--- config.mk ---
export PLATFORM = sky130hd
export DESIGN_NAME = display_scan_ctrl_flat
export DESIGN_NICKNAME = d
export VERILOG_FILES = /design/src/rtl/display_scan_ctrl_if.sv /design/src/rtl/display_scan_ctrl.sv /design/src/flat_wrapper.sv
export SDC_FILE = /design/constraint.sdc
export NUM_CORES = 1
export LEC_CHECK = 0
export CAP_MARGIN = 40
export CORE_MARGIN = 1
export CORE_UTILIZATION = 44
export CTS_CLUSTER_DIAMETER = 120
export DETAILED_ROUTE_END_ITERATION = 7
export SLEW_MARGIN = 10
export SYNTH_ARGS = -nofsm -noshare
export SYNTH_HDL_FRONTEND = slang
export SYNTH_SLANG_ARGS = --single-unit
--- constraint.sdc ---
create_clock -name clk -period 3.73 [get_ports clk]
set_input_delay 0.746 -clock clk [delete_from_list [all_inputs] [get_ports clk]]
set_output_delay 0.746 -clock clk [all_outputs]
set_load 0.1 [all_outputs]
--- src/rtl/display_scan_ctrl_if.sv ---
// Scan controller bundle: run/mask in,
// digit mux select/strobe and anodes out.
interface display_scan_ctrl_if;
  logic       run;
  logic [3:0] digit_mask;
  logic [1:0] sel;
  logic       en;
  logic [3:0] an;
  logic       frame_done;

  modport master (
    output run,
    output digit_mask,
    input  sel,
    input  en,
    input  an,
    input  frame_done
  );

  modport slave (
    input  run,
    input  digit_mask,
    output sel,
    output en,
    output an,
    output frame_done
  );
endinterface

--- src/rtl/display_scan_ctrl.sv ---
// 4-digit display scan: blank gap between
// digits, masked digits skipped, frame pulse.
module display_scan_ctrl #(
  parameter int DIV   = 50000,
  parameter int BLANK = 4,
  parameter int CNT_W = 16
) (
  input  logic               clk,
  input  logic               rst_n,
  display_scan_ctrl_if.slave scan
);

  typedef enum logic [1:0] {
    S_IDLE,
    S_BLANK,
    S_SHOW
  } state_t;

  localparam logic [CNT_W-1:0] DIV_END =
    CNT_W'(DIV - 1);
  localparam logic [CNT_W-1:0] BLK_END =
    CNT_W'(BLANK - 1);

  state_t           state_q;
  logic [CNT_W-1:0] cnt_q;
  logic [1:0]       sel_q;
  logic             en_q;
  logic [3:0]       an_q;
  logic             fd_q;

  logic [1:0] first_d;
  logic [1:0] nxt_d;
  logic       any_d;

  // first set mask bit at or after 'from', wrapping mod 4
  function automatic logic [1:0] next_set(
    input logic [1:0] from,
    input logic [3:0] m
  );
    logic [1:0] idx;
    next_set = from;
    for (int i = 3; i >= 0; i--) begin
      idx = from + 2'(i);
      if (m[idx]) next_set = idx;
    end
  endfunction

  assign any_d   = |scan.digit_mask;
  assign first_d = next_set(2'd0, scan.digit_mask);
  assign nxt_d   = next_set(sel_q + 2'd1,
                            scan.digit_mask);

  always_ff @(posedge clk or negedge rst_n) begin
    if (!rst_n) begin
      state_q <= S_IDLE;
      cnt_q   <= '0;
      sel_q   <= 2'd0;
      en_q    <= 1'b0;
      an_q    <= 4'b1111;
      fd_q    <= 1'b0;
    end else begin
      en_q <= 1'b0;
      fd_q <= 1'b0;
      case (state_q)
        S_IDLE: begin
          an_q  <= 4'b1111;
          cnt_q <= '0;
          if (scan.run && any_d) begin
            sel_q   <= first_d;
            en_q    <= 1'b1;
            state_q <= S_BLANK;
          end
        end
        S_BLANK: begin
          an_q <= 4'b1111;
          if (!scan.run) begin
            cnt_q   <= '0;
            state_q <= S_IDLE;
          end else if (cnt_q == BLK_END) begin
            cnt_q   <= '0;
            an_q    <= ~(4'b0001 << sel_q);
            state_q <= S_SHOW;
          end else begin
            cnt_q <= cnt_q + 1'b1;
          end
        end
        S_SHOW: begin
          if (!scan.run) begin
            cnt_q   <= '0;
            an_q    <= 4'b1111;
            state_q <= S_IDLE;
          end else if (cnt_q == DIV_END) begin
            cnt_q <= '0;
            an_q  <= 4'b1111;
            if (!any_d) begin
              state_q <= S_IDLE;
            end else begin
              sel_q   <= nxt_d;
              en_q    <= 1'b1;
              fd_q    <= (nxt_d <= sel_q);
              state_q <= S_BLANK;
            end
          end else begin
            cnt_q <= cnt_q + 1'b1;
          end
        end
        default: begin
          cnt_q   <= '0;
          an_q    <= 4'b1111;
          state_q <= S_IDLE;
        end
      endcase
    end
  end

  assign scan.sel        = sel_q;
  assign scan.en         = en_q;
  assign scan.an         = an_q;
  assign scan.frame_done = fd_q;

endmodule

--- src/flat_wrapper.sv ---
// flat-port wrapper written by rule: the top's interface ports become plain ports
module display_scan_ctrl_flat 
#(
  parameter int DIV   = 50000,
  parameter int BLANK = 4,
  parameter int CNT_W = 16
)
  (clk, rst_n, scan_run, scan_digit_mask, scan_sel, scan_en, scan_an, scan_frame_done);
  display_scan_ctrl_if scan_i ();
  input  logic clk;
  input  logic rst_n;
  input wire logic [$bits(scan_i.run)-1:0] scan_run;
  input wire logic [$bits(scan_i.digit_mask)-1:0] scan_digit_mask;
  output wire logic [$bits(scan_i.sel)-1:0] scan_sel;
  output wire logic [$bits(scan_i.en)-1:0] scan_en;
  output wire logic [$bits(scan_i.an)-1:0] scan_an;
  output wire logic [$bits(scan_i.frame_done)-1:0] scan_frame_done;
  assign scan_i.run = scan_run;
  assign scan_i.digit_mask = scan_digit_mask;
  assign scan_sel = scan_i.sel;
  assign scan_en = scan_i.en;
  assign scan_an = scan_i.an;
  assign scan_frame_done = scan_i.frame_done;
  display_scan_ctrl #(.DIV(DIV), .BLANK(BLANK), .CNT_W(CNT_W)) u_core (.clk(clk), .rst_n(rst_n), .scan(scan_i));
endmodule
* After elaboration in Yosys (flattened, before gate mapping)
Cells that the tools add are included.
W data, S select, Z words.
** Storage, ports and cells
- Bits in latches :: 0
- Bits in registers :: 26
- Memory bits (read-only) :: 0
- Memories kept :: 0
- Word-level logic and storage cells :: 81
- Memory bits (writable) :: 0
** Cells by class
- Bitwise gates (word level) :: 1
- $mul :: 0
- Div/mod/pow operators :: 0
- Reduce and logical (&&, ||, !) cells :: 6
- Shift operators :: 1
- Equal/unequal tests :: 10
- Muxes and demuxes :: 47
- Add/subtract/negate cells :: 5
- Magnitude comparators :: 5
** Operators by type and width (number)
- $mux W16 :: 4
- $mux W2 :: 17
- $pmux W16 S2 :: 1
- $add A16 B1 Y16 const B :: 1
- $eq A16 B16 Y1 const B :: 1
- $eq A16 B2 Y1 const B :: 1
- $mux W4 :: 4
- $mux W1 :: 13
- $lt A2 B3 Y1 const B :: 4
- $bmux W1 S2 :: 4
- $pmux W4 S2 :: 1
- $ne A2 B1 Y1 const B :: 3
- $ne A3 B2 Y1 const B :: 2
- $pmux W2 S3 :: 1
- $reduce_and A5 Y1 :: 1
- $add A2 B1 Y2 const B :: 2
- $add A2 B2 Y2 const B :: 2
- $not A4 Y4 :: 1
- $pmux W2 S2 :: 1
- $reduce_or A4 Y1 :: 1
- $shl A1 B2 Y4 const A :: 1
- $reduce_and A3 Y1 :: 1
- $eq A2 B1 Y1 const B :: 1
- $eq A2 B2 Y1 const B :: 1
- 6 further kinds :: 6

* Longest topological paths before layout
Gate-level depths: netlist of run 1.
- Depth after elaboration :: 13
- Depth in mapped cells :: 10
- Depth with buffers taken out :: 10

* Worst setup path before layout of run 1
Ideal clock, no wire load.
- Path type :: register to register
- Start point :: register u_core.sel_q[0] (netlist: u_core.scan.sel[0])
- End point :: register u_core.fd_q (netlist: u_core.scan.frame_done)
- Path buffers :: 0
- Path slack :: 933 ps
- Setup time :: 118 ps
- Data arrival time :: 2679 ps
- Data required time :: 3612 ps
- Cell stages (with the launch flop) :: 10
- Path through :: dfrtp_1 inv_1 ha_1 or3_1 o311ai_0 o21ai_0 ha_1 a21oi_1 a21oi_1 nor2_1
** Between the ends
- Longest elaborated chain between the ends :: 13
- Elaborated cells on any way between the ends :: 21
** RTL lines
- from (decl) :: RTL line display_scan_ctrl.sv:26 : logic [1:0] sel_q;
- from (signal assigned) :: RTL line display_scan_ctrl.sv:69 : sel_q <= first_d;
- from (signal assigned) :: RTL line display_scan_ctrl.sv:98 : sel_q <= nxt_d;
- $add A2 B1 Y2 :: RTL line display_scan_ctrl.sv:50 : assign nxt_d = next_set(sel_q + 2'd1,
- $add A2 B2 Y2 :: RTL line display_scan_ctrl.sv:43 : idx = from + 2'(i);
- $bmux W1 S2 :: RTL line display_scan_ctrl.sv:44 : if (m[idx]) next_set = idx;
- $mux W1 (implied by the code) :: RTL line display_scan_ctrl.sv:44
- $mux W2 (4 in a row) :: RTL line display_scan_ctrl.sv:44
- $le A2 B2 Y1 * :: RTL line display_scan_ctrl.sv:100 : fd_q <= (nxt_d <= sel_q);
- $mux W1 * :: RTL line display_scan_ctrl.sv:95 : if (!any_d) begin
- $mux W1 * :: RTL line display_scan_ctrl.sv:92 : end else if (cnt_q == DIV_END) begin
- $mux W1 * :: RTL line display_scan_ctrl.sv:88 : if (!scan.run) begin
- $mux W1 * :: RTL line display_scan_ctrl.sv:64 : case (state_q)
- to (signal assigned) :: RTL line display_scan_ctrl.sv:100
- to (decl) :: RTL line display_scan_ctrl.sv:29 : logic fd_q;
Mark *: on every way between the ends. The rest lies on a longest branch, timed or not. The select of a mux whose other input is x is not followed.
A chain may end at the register's enable or synchronous reset.

* Final worst setup path of run 1
- Start point :: input port scan_digit_mask[0]
- End point :: register u_core.fd_q (netlist: u_core.scan.frame_done)
** Between the ends
- Longest elaborated chain between the ends :: 11
- Elaborated cells on any way between the ends :: 18
** RTL lines
- from (decl) :: RTL line flat_wrapper.sv:13 : input wire logic [$bits(scan_i.digit_mask)-1:0] scan_digit_mask;
- $bmux W1 S2 :: RTL line display_scan_ctrl.sv:44
- $mux W1 (implied by the code) :: RTL line display_scan_ctrl.sv:44
- $mux W2 (4 in a row) :: RTL line display_scan_ctrl.sv:44
- $le A2 B2 Y1 :: RTL line display_scan_ctrl.sv:100
- $mux W1 * :: RTL line display_scan_ctrl.sv:95
- $mux W1 * :: RTL line display_scan_ctrl.sv:92
- $mux W1 * :: RTL line display_scan_ctrl.sv:88
- $mux W1 * :: RTL line display_scan_ctrl.sv:64
Marks and branches as above.

==> impl_metrics.env, run 1 <==
export IMPL_p_comb_frac=0.517
export IMPL_root_buffer="clkbuf_8"
export IMPL_crit_top_cell="a21oi_1"
export IMPL_synth_common_cells="dfrtp_1, nor3_1, ha_1, inv_1, a21oi_1"
export IMPL_clkSlewWorstSetupHoldPaths_ns=0.09
export IMPL_cts_tree="yes"
export IMPL_dr_pass1_iters=3
export IMPL_cap_viol_max_count=0
export IMPL_synth_compound_area_frac=0.161
export IMPL_numPortBuffers=14
export IMPL_grt_pass1_vias=1332
export IMPL_rows=21
export IMPL_yosysSeqAreaShare=0.404
export IMPL_yosysMostFrequentCell="dfrtp_1"
export IMPL_power_density_nw_per_um2=550
export IMPL_n_antenna_cell=0
export IMPL_h_tree_depth=1
export IMPL_synth_cell_types=50
export IMPL_ys_warn_count=0
export IMPL_synth_top_cell_by_area="dfrtp_1"
export IMPL_core_area_um2=3440
export IMPL_status="completed"
export IMPL_final_cells=228
export IMPL_synth_xor_area_frac=0.0594
export IMPL_antenna_found_initial=0
export IMPL_dieArea_um2=3930
export IMPL_max_freq_ghz=0.418
export IMPL_vias=1292
export IMPL_synth_fa_ha_area_frac=0.0849
export IMPL_cts_setup_buffers=0
export IMPL_max_vdd_ir_drop_mv=0.274
export IMPL_rsz0062_at_grt="no"
export IMPL_cts_resized=0
export IMPL_fillers=314
export IMPL_wire_per_inst_um=14.9
export IMPL_post_route_period_util=0.641
export IMPL_critPathLaunchType="input pin"
export IMPL_worst_slack_ns=1.34
export IMPL_synth_top_cell_area_share=0.340
export IMPL_synth_edf_count=0
export IMPL_synthArstFlopShare=1.00
export IMPL_place_inst=224
export IMPL_drc=0
export IMPL_finClkSkew_ns=0.00381
export IMPL_cellLeakagePower_nw=0.793
export IMPL_critPathTopFamily="compound AO/OA/AOI/OAI gates"
export IMPL_hp_class="reg2reg"
export IMPL_drive_gt1_frac=0.170
export IMPL_p_sw_w=0.000486
export IMPL_dpl_hpwl_mm=2.70
export IMPL_max_stage_delay_ns=0.58
export IMPL_place_ws_ns=1.09
export IMPL_synth_top_family_by_area="simple AND/OR/NAND/NOR gates"
export IMPL_gp_congestion=0.802
export IMPL_arrival_ns=2.55
export IMPL_crit_buf_inv=2
export IMPL_grt_max_degree=19
export IMPL_cp_end_kind="flip-flop"
export IMPL_worst_path_max_delay_cell="clkdlybuf4s50_1"
export IMPL_synth_cells=157
export IMPL_cts_inserted_buffers=3
export IMPL_numClockSinks=26
export IMPL_finalNetCount=201
export IMPL_synth_flop_cell="dfrtp_1"
export IMPL_synthSimpleGateAreaFrac=0.243
export IMPL_ant_nets=0
export IMPL_internal_power_w=0.000614
export IMPL_die_w_um=62.7
export IMPL_ios=15
export IMPL_grt_pass1_wl_mm=6.14
export IMPL_slew_headroom=0.513
export IMPL_fin_crit_ns=2.39
export IMPL_finalSetupViolCount=0
export IMPL_grtUsageTotal=0.197
export IMPL_tightest_slew_ns=0.730
export IMPL_fin_setup_tns_ns=0
export IMPL_synth_area_um2=1620
export IMPL_chipHeight_um=62.7
export IMPL_ys_ff_latch=26
export IMPL_avgSynthCellArea_um2=10.3
export IMPL_maxSlewViolCount=0
export IMPL_drt_iter0_drc=70
export IMPL_hold_viol=0
export IMPL_drt_wl_total_mm=3.39
export IMPL_synth_nets=175
export IMPL_pwr_share_clk=0.164
export IMPL_netSwitchingFraction=0.442
export IMPL_initial_core_util=0.471
export IMPL_required_ns=3.89
export IMPL_criticalPathCategory="in2reg"
export IMPL_cp_max_fo=6
export IMPL_cts_hold_buffers=0
export IMPL_clockBufferDepth=2
export IMPL_areaGrowthSynthToFinish_pct=23.4
export IMPL_synth_area_leaders="dfrtp_1, ha_1, dfstp_2"
export IMPL_synth_mux_area_frac=0.0139
export IMPL_insertion_delay_ns=0.26
export IMPL_via_per_inst=5.67
export IMPL_grt_ovfl_total=0
export IMPL_path_cells="clkdlybuf4s50_1, inv_1, o311ai_0, o21ai_0, ha_1, a21oi_1, a21oi_1, nor2_1"
export IMPL_seqPwrFrac=0.319
-- layout make-up --
class	count	area [um2]	area share
clock buffer	4	55.1	0.0275
inverter	10	37.5	0.0188
multi-input combinational	118	912	0.456
sequential	26	656	0.328
tap	46	57.6	0.0288
timing repair buffer	24	283	0.141
-- cells in the final DEF, fill, tap and decap left out, types with 2 or more instances in the layout --
cell             instances
a211oi_1                 3
nand2_1                  7
a2bb2oi_1                4
dfstp_2                  4
ha_1                    11
o22ai_1                  2
nor4_1                   3
xor2_1                   6
a211oi_2                 2
nand3_1                  4
mux2_1                   2
xnor2_1                  5
nand4_1                  3
clkdlybuf4s50_1         14
a21oi_1                  8
o221a_2                  2
nand2b_1                 3
buf_8                    9
o21ai_0                  4
inv_1                   10
dfrtp_1                 22
and3_1                   2
nor2_1                   5
and4_1                   2
nor4b_1                  2
and2_1                   2
or3_1                    3
nor3_1                  12
clkbuf_8                 4
-- sequential cells by signal, summed over array words and instances, names as in the netlist --
| name | flops |
|---|---|
| u_core.cnt_q | 16 |
| u_core.scan.an | 4 |
| u_core.scan.sel | 2 |
| u_core.state_q | 2 |
| u_core.scan.en | 1 |
| u_core.scan.frame_done | 1 |
-- worst paths after layout --
kind                                    startpoint                      to  slack [ns]  cells after the start
min in group asynchronous                    rst_n        u_core.cnt_q[12]        0.73                      1
worst max-delay path            scan_digit_mask[0]  u_core.scan.frame_done        1.34                      8
worst min register to register     u_core.cnt_q[0]         u_core.cnt_q[0]        0.47                      1
worst max register to register  u_core.scan.sel[0]  u_core.scan.frame_done        1.37                      9
max in group asynchronous                    rst_n       u_core.scan.an[0]        2.55                      2
worst min-delay path               u_core.cnt_q[0]         u_core.cnt_q[0]        0.47                      1
-- routing by layer --
layer  part of all wire  global-route usage  wire length, um
met2               0.53               0.364             1790
met4             0.0062              0.0320               21
met3              0.016              0.0347               54
met1               0.45               0.239             1530
met5                  0                   0                0
-- cells by family (layout without fill, tap and decap cells) --
| logic type | count (synthesis) | count (layout) |
|---|---|---|
| xor gates and xnor gates | 11 | 11 |
| muxes | 2 | 2 |
| AOI/OAI and AO/OA | 34 | 34 |
| adders and majority gates | 11 | 11 |
| buffers and inverters | 13 | 38 |
| and+or+nand+nor | 60 | 60 |
| DFF | 26 | 26 |
-- power groups by stage --
stage | registers, W | clock network, W | logic (W)
2_1_floorplan | 0.000452 | 0 | 0.000302
3_3_place_gp | 0.000356 | 0 | 0.000508
3_5_place_dp | 0.000358 | 0 | 0.000576
4_1_cts | 0.000352 | 0.000185 | 0.000578
5_1_grt | 0.000359 | 0.000203 | 0.000637
6_report | 0.000352 | 0.000180 | 0.000569
-- stage by stage --
stage / total power (W) / hold WS (ns) / util / cell area (um2)
finish: 0.00110 / 0.465 / 0.581 / 2000
global route: 0.00120 / 0.502 / 0.581 / 2000
CTS: 0.00111 / 0.468 / 0.581 / 2000
detailed placement: 0.000934 / 0.456 / 0.565 / 1950
global placement: 0.000863 / 0.445 / 0.526 / 1810
floorplan: 0.000754 / 0.430 / - / 1620
No activity file was read; power rests on OpenSTA's default activity.
==> run 2, diff against run 1 <==
- clock period: 3.73 -> 2.35 ns (I/O delays scaled with it)
==> run 2 against run 1 <==
Register-to-register slack got worse by 1.2 ns. Global-route usage fell by 0.78 points. Via count fell by 2.2%. Hold slack got worse by 0.0084 ns. Flip-flop and latch count did not move. Count of clock-buffer cells in the layout fell by 1. Clock power rose by 110%. Critical path depth rose by 1.
==> impl_metrics.env, run 2 (synthesis results as in run 1) <==
export IMPL_status="completed"
export IMPL_areaGrowthSynthToFinish_pct=17.1
export IMPL_rsz0062_at_grt="no"
export IMPL_worst_path_max_delay_cell="dfrtp_4"
export IMPL_arrival_ns=2.37
export IMPL_finClkSkew_ns=0.00533
export IMPL_antenna_found_initial=0
export IMPL_via_per_inst=5.69
export IMPL_hold_depth=1
export IMPL_max_stage_delay_ns=0.54
export IMPL_final_common_cell="dfrtp_1"
export IMPL_clkSlewWorstSetupHoldPaths_ns=0.09
export IMPL_grtUsageTotal=0.189
export IMPL_holdPathEnd="u_core.cnt_q[0]"
export IMPL_cts_setup_buffers=0
export IMPL_numClockSinks=26
export IMPL_insertion_delay_ns=0.27
export IMPL_final_cell_mix="dfrtp_1, nor3_1, buf_4, ha_1, inv_1"
export IMPL_cts_tree="yes"
export IMPL_core_area_um2=3440
export IMPL_rows=21
export IMPL_ant_nets=0
export IMPL_numPortBuffers=14
export IMPL_use_met1=0.232
export IMPL_tightest_slew_ns=0.532
export IMPL_fin_setup_tns_ns=0
export IMPL_min_delay_start="u_core.cnt_q[0]"
export IMPL_drt_wl_total_mm=3.17
export IMPL_maxSlewViolCount=0
export IMPL_vias=1263
export IMPL_required_ns=2.52
export IMPL_die_w_um=62.7
export IMPL_grt_ovfl_total=0
export IMPL_fin_crit_ns=2.19
export IMPL_grt_pass1_vias=1297
export IMPL_place_ws_ns=0.0285
export IMPL_ios=15
export IMPL_r2r_slack_ns=0.16
export IMPL_h_tree_depth=1
export IMPL_dr_pass1_iters=4
export IMPL_hold_viol=0
export IMPL_regToRegEndpoint="u_core.scan.frame_done"
export IMPL_top_register="u_core.cnt_q"
export IMPL_wire_per_inst_um=14.3
export IMPL_slew_headroom=0.645
export IMPL_cellLeakagePower_nw=0.751
export IMPL_r2r_start="u_core.scan.sel[0]"
export IMPL_cp_max_fo=9
export IMPL_post_route_period_util=0.933
export IMPL_grt_pass1_wl_mm=5.92
export IMPL_dpl_hpwl_mm=2.45
export IMPL_finalNetCount=195
export IMPL_criticalPathCategory="reg2reg"
export IMPL_use_met2=0.344
export IMPL_top_usage_layer="met2"
export IMPL_n_antenna_cell=0
export IMPL_cap_viol_max_count=0
export IMPL_reg2regPathDepth=9
export IMPL_grt_max_degree=27
export IMPL_max_freq_ghz=0.456
export IMPL_fillers=310
export IMPL_cp_end_kind="flip-flop"
export IMPL_worst_slack_ns=0.158
export IMPL_gp_congestion=0.823
export IMPL_drt_iter0_drc=70
export IMPL_largest_reg_flops=16
export IMPL_finalSetupViolCount=0
export IMPL_chipHeight_um=62.7
export IMPL_root_buffer="clkbuf_8"
export IMPL_critPathLaunchType="flip-flop"
export IMPL_drive_gt1_frac=0.205
export IMPL_path_cells="inv_2, ha_1, or3_1, o311ai_0, o21ai_1, ha_1, a21oi_1, a21oi_1, nor2_1"
export IMPL_hp_class="reg2reg"
export IMPL_cts_inserted_buffers=3
export IMPL_grt_use_met3=0.0292
export IMPL_max_vdd_ir_drop_mv=0.476
export IMPL_dieArea_um2=3930
export IMPL_clockBufferDepth=2
export IMPL_drc=0
export IMPL_power_density_nw_per_um2=940
export IMPL_initial_core_util=0.471
==> run 2: layout make-up <==
cell class / instances / area (um2) / share of cell area
flip-flops and latches: 26 / 663 / 0.349
inverters: 10 / 37.5 / 0.0198
well taps: 46 / 57.6 / 0.0303
multi-input cells: 118 / 920 / 0.484
repair buffers: 18 / 150 / 0.0791
clock buffers: 3 / 41.3 / 0.0217
clock inverters: 1 / 30.0 / 0.0158
==> run 2: worst max path at each step <==
stage	startpoint	end	cells past startpoint
after global routing	u_core.scan.sel[1]	u_core.scan.frame_done	9
after floorplan	u_core.scan.sel[0]	u_core.scan.frame_done	9
after detailed placement	scan_digit_mask[0]	u_core.scan.frame_done	8
final	u_core.scan.sel[0]	u_core.scan.frame_done	9
after CTS	u_core.scan.sel[0]	u_core.scan.frame_done	9
after global placement	scan_digit_mask[0]	u_core.scan.frame_done	8
==> run 2: worst max-delay path, delay by kind of cell, from the launching register on <==
| kind | cells | cell delay [ns] |
|---|---|---|
| adders and majority gates | 2 | 0.60 |
| DFF | 1 | 0.54 |
| and+or+nand+nor | 2 | 0.44 |
| AOI/OAI and AO/OA | 4 | 0.40 |
| buffers and inverters | 1 | 0.10 |
==> run 2: through the flow <==
stage	util	hold WS, ns	power (W)	cells	area, um2
2_1_floorplan	-	0.174	0.00121	157	1630
3_3_place_gp	0.529	0.446	0.00139	218	1820
3_5_place_dp	0.529	0.449	0.00141	218	1820
4_1_cts	0.550	0.462	0.00179	222	1890
5_1_grt	0.552	0.498	0.00192	222	1900
6_report	0.552	0.457	0.00179	222	1900
==> run 2: routing by layer <==
| layer | wire, um | up-vias |
|---|---|---|
| li1 | - | 628 |
| met1 | 1460 | 615 |
| met5 | 0 | - |
| met2 | 1620 | 16 |
| met4 | 21 | 0 |
| met3 | 68 | 4 |
==> run 2: power breakdown <==
part,total (W),switching [W],leakage [nW],internal [W]
Clock,0.000372,0.000144,0.0357,0.000228
Combinational,0.000839,0.000569,0.376,0.000270
Sequential,0.000574,0.0000657,0.339,0.000509
==> run 2: timing repair <==
item	4_1_cts	5_1_grt
endpoints found under the setup margin	0	15
endpoints found under the hold margin	0	0
resized for setup	0	3
hold buffers	0	0
==> run 3, diff against run 2 <==
- TNS_END_PERCENT: not set -> 10
==> results of run 3 <==
No change in the layout: final DEF, timing and power equal those of run 2.
